===== src/rtl/trng_byte_harvester.sv =====
// Ring-oscillator consumer: warm-up, periodic word capture, repetition-count health test,
// von Neumann (or bypass) extraction and byte packing onto a valid/ready output.
module trng_byte_harvester #(
   parameter int WARMUP_CYCLES = 16,
   parameter int SAMPLE_GAP    = 4,
   parameter int REP_LIMIT     = 4
) (
   input  logic        clk,
   input  logic        rst_n,
   input  logic        enable,
   input  logic        vn_bypass,
   input  logic [15:0] raw_in,
   output logic        ro_activate_1,
   output logic        ro_activate_2,
   output logic [7:0]  byte_out,
   output logic        byte_valid,
   input  logic        byte_ready,
   output logic        health_fail,
   input  logic        clear_fail
);

   localparam int CntMax = (WARMUP_CYCLES > SAMPLE_GAP) ? WARMUP_CYCLES : SAMPLE_GAP;
   localparam int CntW   = $clog2(CntMax + 1);
   localparam int RepW   = $clog2(REP_LIMIT + 1);

   localparam logic [CntW-1:0] WarmLast = CntW'(WARMUP_CYCLES - 1);
   localparam logic [CntW-1:0] GapLast  = CntW'(SAMPLE_GAP - 1);
   localparam logic [RepW-1:0] RepMax   = RepW'(REP_LIMIT);

   localparam logic [2:0] StIdle    = 3'd0;
   localparam logic [2:0] StWarmup  = 3'd1;
   localparam logic [2:0] StCapture = 3'd2;
   localparam logic [2:0] StExtract = 3'd3;
   localparam logic [2:0] StWait    = 3'd4;
   localparam logic [2:0] StFault   = 3'd5;

   logic [2:0]      state_q, state_d;
   logic [CntW-1:0] cnt_q, cnt_d;
   logic [RepW-1:0] rep_q, rep_d, rep_new;
   logic [15:0]     prev_q, prev_d;
   logic            prev_valid_q, prev_valid_d;
   logic [15:0]     word_q, word_d;
   logic [2:0]      pair_q, pair_d;
   logic [6:0]      acc_q, acc_d;
   logic [2:0]      acc_cnt_q, acc_cnt_d;
   logic [7:0]      byte_q, byte_d;
   logic            byte_valid_q, byte_valid_d;
   logic            health_fail_q, health_fail_d;
   logic            ro_q, ro_d;

   logic [1:0] pair_bits;
   logic       emit;
   logic       stall;

   assign pair_bits = word_q[{pair_q, 1'b0} +: 2];
   assign emit      = vn_bypass || (pair_bits[0] != pair_bits[1]);
   // A completing bit cannot land while the previous byte is still unconsumed.
   assign stall     = emit && (acc_cnt_q == 3'd7) && byte_valid_q && !byte_ready;

   always_comb begin
      if (prev_valid_q && (raw_in == prev_q)) begin
         rep_new = (rep_q == RepMax) ? RepMax : rep_q + RepW'(1);
      end else begin
         rep_new = RepW'(1);
      end
   end

   always_comb begin
      state_d       = state_q;
      cnt_d         = cnt_q;
      rep_d         = rep_q;
      prev_d        = prev_q;
      prev_valid_d  = prev_valid_q;
      word_d        = word_q;
      pair_d        = pair_q;
      acc_d         = acc_q;
      acc_cnt_d     = acc_cnt_q;
      byte_d        = byte_q;
      byte_valid_d  = byte_valid_q;
      health_fail_d = health_fail_q;

      if (byte_valid_q && byte_ready) begin
         byte_valid_d = 1'b0;
      end

      case (state_q)
         StIdle: begin
            prev_valid_d = 1'b0;
            rep_d        = '0;
            cnt_d        = '0;
            if (enable) begin
               state_d = StWarmup;
            end
         end
         StFault: begin
            byte_valid_d = 1'b0;
            if (clear_fail) begin
               state_d       = StIdle;
               health_fail_d = 1'b0;
            end
         end
         default: begin
            if (!enable) begin
               // Abort: partial bits are dropped, a pending byte stays deliverable.
               state_d      = StIdle;
               acc_d        = '0;
               acc_cnt_d    = '0;
               rep_d        = '0;
               prev_valid_d = 1'b0;
            end else begin
               unique case (state_q)
                  StWarmup: begin
                     if (cnt_q == WarmLast) begin
                        state_d = StCapture;
                     end else begin
                        cnt_d = cnt_q + CntW'(1);
                     end
                  end
                  StCapture: begin
                     word_d       = raw_in;
                     prev_d       = raw_in;
                     prev_valid_d = 1'b1;
                     rep_d        = rep_new;
                     if (rep_new == RepMax) begin
                        state_d       = StFault;
                        health_fail_d = 1'b1;
                        byte_valid_d  = 1'b0;
                        acc_d         = '0;
                        acc_cnt_d     = '0;
                     end else begin
                        state_d = StExtract;
                        pair_d  = 3'd0;
                     end
                  end
                  StExtract: begin
                     if (!stall) begin
                        if (emit) begin
                           if (acc_cnt_q == 3'd7) begin
                              byte_d       = {pair_bits[0], acc_q};
                              byte_valid_d = 1'b1;
                              acc_d        = '0;
                              acc_cnt_d    = 3'd0;
                           end else begin
                              // Shift in at the top so the first bit ends at bit 0.
                              acc_d     = {pair_bits[0], acc_q[6:1]};
                              acc_cnt_d = acc_cnt_q + 3'd1;
                           end
                        end
                        if (pair_q == 3'd7) begin
                           cnt_d   = '0;
                           state_d = (SAMPLE_GAP == 0) ? StCapture : StWait;
                        end else begin
                           pair_d = pair_q + 3'd1;
                        end
                     end
                  end
                  StWait: begin
                     if (cnt_q == GapLast) begin
                        state_d = StCapture;
                     end else begin
                        cnt_d = cnt_q + CntW'(1);
                     end
                  end
                  default: state_d = StIdle;
               endcase
            end
         end
      endcase

      ro_d = (state_d == StWarmup) || (state_d == StCapture) ||
             (state_d == StExtract) || (state_d == StWait);
   end

   always_ff @(posedge clk or posedge rst_n) begin
      if (rst_n) begin
         state_q       <= StIdle;
         cnt_q         <= '0;
         rep_q         <= '0;
         prev_q        <= '0;
         prev_valid_q  <= 1'b0;
         word_q        <= '0;
         pair_q        <= '0;
         acc_q         <= '0;
         acc_cnt_q     <= '0;
         byte_q        <= '0;
         byte_valid_q  <= 1'b0;
         health_fail_q <= 1'b0;
         ro_q          <= 1'b0;
      end else begin
         state_q       <= state_d;
         cnt_q         <= cnt_d;
         rep_q         <= rep_d;
         prev_q        <= prev_d;
         prev_valid_q  <= prev_valid_d;
         word_q        <= word_d;
         pair_q        <= pair_d;
         acc_q         <= acc_d;
         acc_cnt_q     <= acc_cnt_d;
         byte_q        <= byte_d;
         byte_valid_q  <= byte_valid_d;
         health_fail_q <= health_fail_d;
         ro_q          <= ro_d;
      end
   end

   assign ro_activate_1 = ro_q;
   assign ro_activate_2 = ro_q;
   assign byte_out      = byte_q;
   assign byte_valid    = byte_valid_q;
   assign health_fail   = health_fail_q;

endmodule


===== config.mk =====
export PLATFORM = sky130hd
export DESIGN_NAME = trng_byte_harvester
export DESIGN_NICKNAME = d
export VERILOG_FILES = /design/src/rtl/trng_byte_harvester.sv
export SDC_FILE = /design/constraint.sdc
export NUM_CORES = 1
export LEC_CHECK = 0
export BUFFER_PORTS_ARGS = -buffer_cell sky130_fd_sc_hd__buf_2
export CAP_MARGIN = 20
export CORE_ASPECT_RATIO = 0.8
export CORE_UTILIZATION = 51
export DETAILED_ROUTE_END_ITERATION = 8
export PLACE_DENSITY = 0.79
export SYNTH_ARGS = -nofsm -noshare
export SYNTH_HDL_FRONTEND = slang
export SYNTH_SLANG_ARGS = --single-unit

===== constraint.sdc =====
create_clock -name clk -period 2.5 [get_ports clk]
set_input_delay 0.25 -clock clk [delete_from_list [all_inputs] [get_ports clk]]
set_output_delay 0.25 -clock clk [all_outputs]
set_load 0.03 [all_outputs]

Word level (Yosys, flattened, before mapping):

Cells that the tools add are included.

* mux-type cells: 54
* equal/unequal tests: 30
* bitwise gates (word level): 4
* add/subtract/negate cells: 4
* reduce and logical (&&, ||, !) cells: 25
* shift-type cells: 1

Operators with widths (count)
* $mux 3: 20
* $mux 7: 5
* $mux 5: 5
* $pmux 3 s2: 4
* $eq 3x3->1 const B: 7
* $ne 3x3->1 const B: 6
* $eq 16x16->1: 1
* $shiftx 16x5->2: 1
* $pmux 5 s3: 1
* $pmux 7 s2: 1
* $eq 3x2->1 const B: 4
* $mux 1: 12
* $pmux 3 s4: 1
* $reduce_and 6->1: 2
* $pmux 5 s2: 1
* $reduce_and 5->1: 2
* $reduce_bool 2->1: 5
* $add 3x1->3 const B: 3
* $ne 2x2->1 const B: 4
* $pmux 1 s2: 4
* $reduce_and 7->1: 1
* $eq 3x1->1 const B: 2
* $ne 3x1->1 const B: 2
* $add 5x1->5 const B: 1
* other kinds (13): 23

* bits in registers: 52
* input port bits: 22
* output and inout bits: 12
* word-level logic and storage cells: 130

Depth between registers and ports, before layout:

* depth after elaboration: 14
* mapped depth: 10
* gate-level depth less buffers: 9

Least setup slack after synthesis:

Ideal clock, no wire load.

* path type: register to register
* start: register pair_q[0]
* end: register pair_q[0]
* arrival time: 2194 ps
* path slack: 240 ps
* library setup time: 65 ps
* stages on the path, launching flop included: 8
* path buffers: 1
* required time: 2435 ps
* path through: dfrtp_1 > buf_6 > mux4_1 > mux2i_4 > xor2_2 > or2_2 > a211oi_1 > mux2_2

* word-level cells in the longest chain between the ends: 8
* elaborated cells between the ends (all ways): 14
* classes of those cells: add/sub (1); eq/ne (4); shift (1); mux (3); reduce/logical (5)

RTL lines
* from (decl): RTL line 43 `logic [2:0] pair_q, pair_d;`
* from (signal assigned): RTL line 196 `pair_q <= pair_d;`
* $shiftx 16x5->2: RTL line 55 `assign pair_bits = word_q[{pair_q, 1'b0} +: 2];`
* $ne 1x1->1: RTL line 56 `assign emit = vn_bypass || (pair_bits[0] != pair_bits[1]);`
* $logic_or 1x1->1: RTL line 56
* $logic_and 1x1->1 (3 in a row): RTL line 58 `assign stall = emit && (acc_cnt_q == 3'd7) && byte_valid_q && !byte_ready;`
* $ne 2x2->1 (no line)
* $reduce_and 6->1 (no line)

Parallel ways exist; a longest one is shown, timed or not. The select of a mux whose other input is x is not followed.
A chain may end at the register's enable or synchronous reset.

Worst setup path after layout:

* start: register pair_q[0]
* end: register ro_q, in the netlist ro_activate_1

* word-level cells in the longest chain between the ends: 14
* elaborated cells between the ends (all ways): 19
* classes of those cells: eq/ne (6); shift (1); mux (5); reduce/logical (7)

RTL lines
* $shiftx 16x5->2: RTL line 55
* $ne 1x1->1: RTL line 56
* $logic_or 1x1->1: RTL line 56
* $logic_and 1x1->1 (3 in a row): RTL line 58
* $mux 3 *: RTL line 136 `if (!stall) begin`
* $pmux 3 s4 *: RTL line 111 `unique case (state_q)`
* $mux 3 *: RTL line 103 `if (!enable) begin`
* $pmux 3 s2 *: RTL line 86 `case (state_q)`
* via state_d[2]: RTL line 37 `logic [2:0] state_q, state_d;`
* $eq 3x1->1 / $eq 3x2->1 (equally long branches): RTL line 170 `ro_d = (state_d == StWarmup) || (state_d == StCapture) ||`
* $logic_or 1x1->1 (2 in a row): RTL line 170
* $logic_or 1x1->1 *: RTL line 171 `(state_d == StExtract) || (state_d == StWait);`
* via ro_d: RTL line 49 `logic ro_q, ro_d;`
* to (signal assigned): RTL line 202 `ro_q <= ro_d;`
* to (decl): RTL line 49

The timed path passes the listed nets; every way through them passes the cells marked *.

==> flow_metrics.py <==
metrics = {
    "critical_path": {
        "path_class": "register to register",
        "crit_arrival_ns": 2.59,
        "start_kind": "register",
        "path_max_fanout": 6,
        "regToRegStartpoint": "pair_q[0]",
        "endpoint_kind": "register",
        "required_ns": 2.72,
        "r2r_cells": 6,
        "r2r-end": "ro_activate_1",
        "r2r_slack_ns": 0.14,
    },
    "die": {
        "pin_count": 34,
        "dieWidth_um": 87.0,
        "core_mm2": 0.00553,
        "initial_core_util_pct": 53.4,
        "die_h_um": 70.0,
        "rows": 24,
        "die_area_mm2": 0.00609,
    },
    "yosys": {
        "yosys_warnings": 0,
        "synthTopCellsByArea": "dfrtp_1, mux2_2, xnor2_1",
        "syn_nets": 296,
        "synth-compound-area-share_pct": 11.9,
        "synth_commonest_cells": "dfrtp_1, nand2_1, mux2_2",
        "synth_area_per_cell_um2": 11.1,
        "synth_top_family_by_area": "multiplexers",
        "yosys.area_share.xor_xnor_pct": 5.90,
        "synth_top_area_share_pct": 44.1,
        "synth_seq_area_share_pct": 44.1,
        "synth_cell_types": 51,
        "synth_seq_cells": 52,
        "synthFlopType": "dfrtp_1",
        "synth-simple-area-share_pct": 14.6,
        "synth_top_cell_by_area": "dfrtp_1",
        "yosysMostFrequentCell": "dfrtp_1",
        "synth_fa_ha_area_share_pct": 3.39,
        "synthMuxAreaShare_pct": 16.0,
        "async_reset_ff_share_pct": 100,
        "netlist_area_mm2": 0.00295,
        "synth_enable_flop_cells": 0,
        "syn-instance-count": 266,
    },
    "cells_and_area": {
        "final_cell_area_mm2": 0.00334,
        "fin_cells": 383,
        "syn2layout_area_growth_pct": 13.3,
        "diodes": 0,
        "fill_cells": 465,
        "layout.nets": 334,
        "drive_gt1_share_pct": 32.1,
    },
    "place": {
        "port_buffers": 33,
        "gp_congestion": 0.820,
        "postPlaceCellArea_mm2": 0.00320,
        "dp_hpwl_mm": 4.23,
        "dp.cells": 374,
    },
    "pwr": {
        "power_density_mw_per_mm2": 481,
        "ir_drop_mv": 0.266,
        "power_leakage_nw": 1.59,
    },
    "timing": {
        "hold_ws_ns": 0.195,
        "period_share_pct": 94.5,
        "skew_ns": 0.00681,
        "setup_viol": 0,
        "grt_setup_unrepaired": "no",
        "timing.setup.tns_ns": 0,
        "relSlewSlack_pct": 65.9,
        "drv_slew": 0,
        "hold_viol": 0,
        "fmax_ghz": 0.423,
        "worstMarginPinSlew_ns": 0.511,
        "final.min_clock_period_ns": 2.36,
    },
    "cts": {
        "clock_latency_ns": 0.31,
        "cts-root-buf": "clkbuf_8",
        "numClockSinks": 52,
        "clockBufferDepth": 2,
        "cts_tree": "yes",
        "numCtsBuffers": 5,
        "htreeDepth": 2,
        "clk_pin_slew_ns": 0.09,
    },
    "global_routing": {
        "grt_max_degree": 25,
        "use_met1_pct": 29.2,
        "met3_usage_pct": 4.85,
        "grt_pass1_vias": 2085,
        "use_met2_pct": 30.9,
        "grt_overflow": 0,
        "grtUsageTotal_pct": 20.8,
        "top_usage_layer": "met2",
        "antenna_found_initial": 0,
        "grt_pass1_wl_mm": 9.83,
    },
    "min_path": {
        "hold_start": "raw_in[3]",
        "hp-class": "primary input to register",
        "hold_path_depth": 2,
        "min_to": "word_q[3]",
    },
    "status": {
        "outcome": "completed",
    },
    "route": {
        "dr_total_vias": 2103,
        "dr.pass1.iters": 6,
        "ant_nets": 0,
        "routed_via_density": 5.49,
        "wl_mm": 5.60,
        "drc": 0,
        "drt_iter0_drc": 205,
        "wl_per_cell_um": 14.6,
    },
    "flow_run": {
        "max-cap-violations": 0,
    },
}
==> critical path, stage by stage, from the launching register on <==
cell and delay (ns):
dfrtp_2 0.45, mux4_1 0.62, mux2i_4 0.23, xor2_2 0.14, or3_2 0.47, a31oi_2 0.21
xnor2_1 0.15
==> where the power goes <==
part,internal [mW],switching [mW]
combinational,0.0496,0.0643
clock,0.353,0.280
sequential,0.849,0.0110
==> area by class of cell <==
cell class	instances	area [µm²]	area share (%)
flip-flops and latches	52	1300	39.0
clock buffers	7	96.3	2.88
multi-input cells	190	1530	45.8
repair buffers	42	235	7.04
clock inverters	1	30.0	0.899
inverters	13	48.8	1.46
well taps	78	97.6	2.92
==> how the worst max path moves through the flow <==
stage	startpoint	to	slack (ns)	cells past startpoint
after floorplan	pair_q[0]	pair_q[0]	0.24	7
final	pair_q[0]	ro_activate_1	0.14	6
after global placement	pair_q[0]	pair_q[0]	0.09	6
after global routing	pair_q[0]	acc_q[4]	0.02	7
after detailed placement	pair_q[0]	pair_q[0]	-0.02	6
after CTS	pair_q[0]	ro_activate_1	0.06	6
==> sequential cells by signal, summed over array words and instances (netlist names) <==
register,flops
acc_q,7
prev_valid_q,1
cnt_q,5
word_q,16
state_q,3
rep_q,3
byte_valid,1
pair_q,3
health_fail,1
byte_out,8
ro_activate_1,1
acc_cnt_q,3
==> cell usage in the layout, fill, tap and decap left out, types with 4 or more instances in the layout <==
cell type and n:
a21oi_1 9, a22o_1 5, buf_2 33, buf_4 8, clkbuf_8 7, dfrtp_1 51
ha_1 8, inv_1 12, mux2_2 19, mux2_4 4, mux2i_1 7, mux4_1 4
nand2_1 28, nand3_1 4, nand4_1 4, nor2_1 7, nor2b_1 7, nor3_1 5
o21ai_0 8, o21ai_2 6, xnor2_1 13, xor2_1 5
==> cell families (layout without fill, tap and decap cells) <==
logic type	after synthesis	after routing
AOI/OAI and AO/OA	48	48
xor gates and xnor gates	19	19
adders and majority gates	8	8
buffers and inverters	24	63
DFF	52	52
muxes	35	35
and+or+nand+nor	80	80
==> metrics by stage <==
step | utilization [%] | total power, mW | setup WS [ns]
2_1_floorplan | - | 0.948 | 0.240
3_3_place_gp | 57.9 | 0.987 | 0.0904
3_5_place_dp | 57.9 | 0.991 | -0.0155
4_1_cts | 60.5 | 1.62 | 0.0609
5_1_grt | 60.5 | 1.66 | 0.0226
6_report | 60.5 | 1.61 | 0.136
==> layer usage <==
metal  part of all wire [%]  vias up
met5                      0        -
met4                    1.4        0
met3                    3.5       11
met2                     46       40
met1                     49     1031
li1                       -     1021
==> timing repair <==
action                                 CTS  global route
buffers inserted                         0             0
pin swaps                                0             0
hold buffers                             1             0
endpoints found under the hold margin   22             0
resized for setup                        1             2
setup endpoints to repair                1            12
gates cloned                             0             0
No activity file was read; power rests on OpenSTA's default activity.
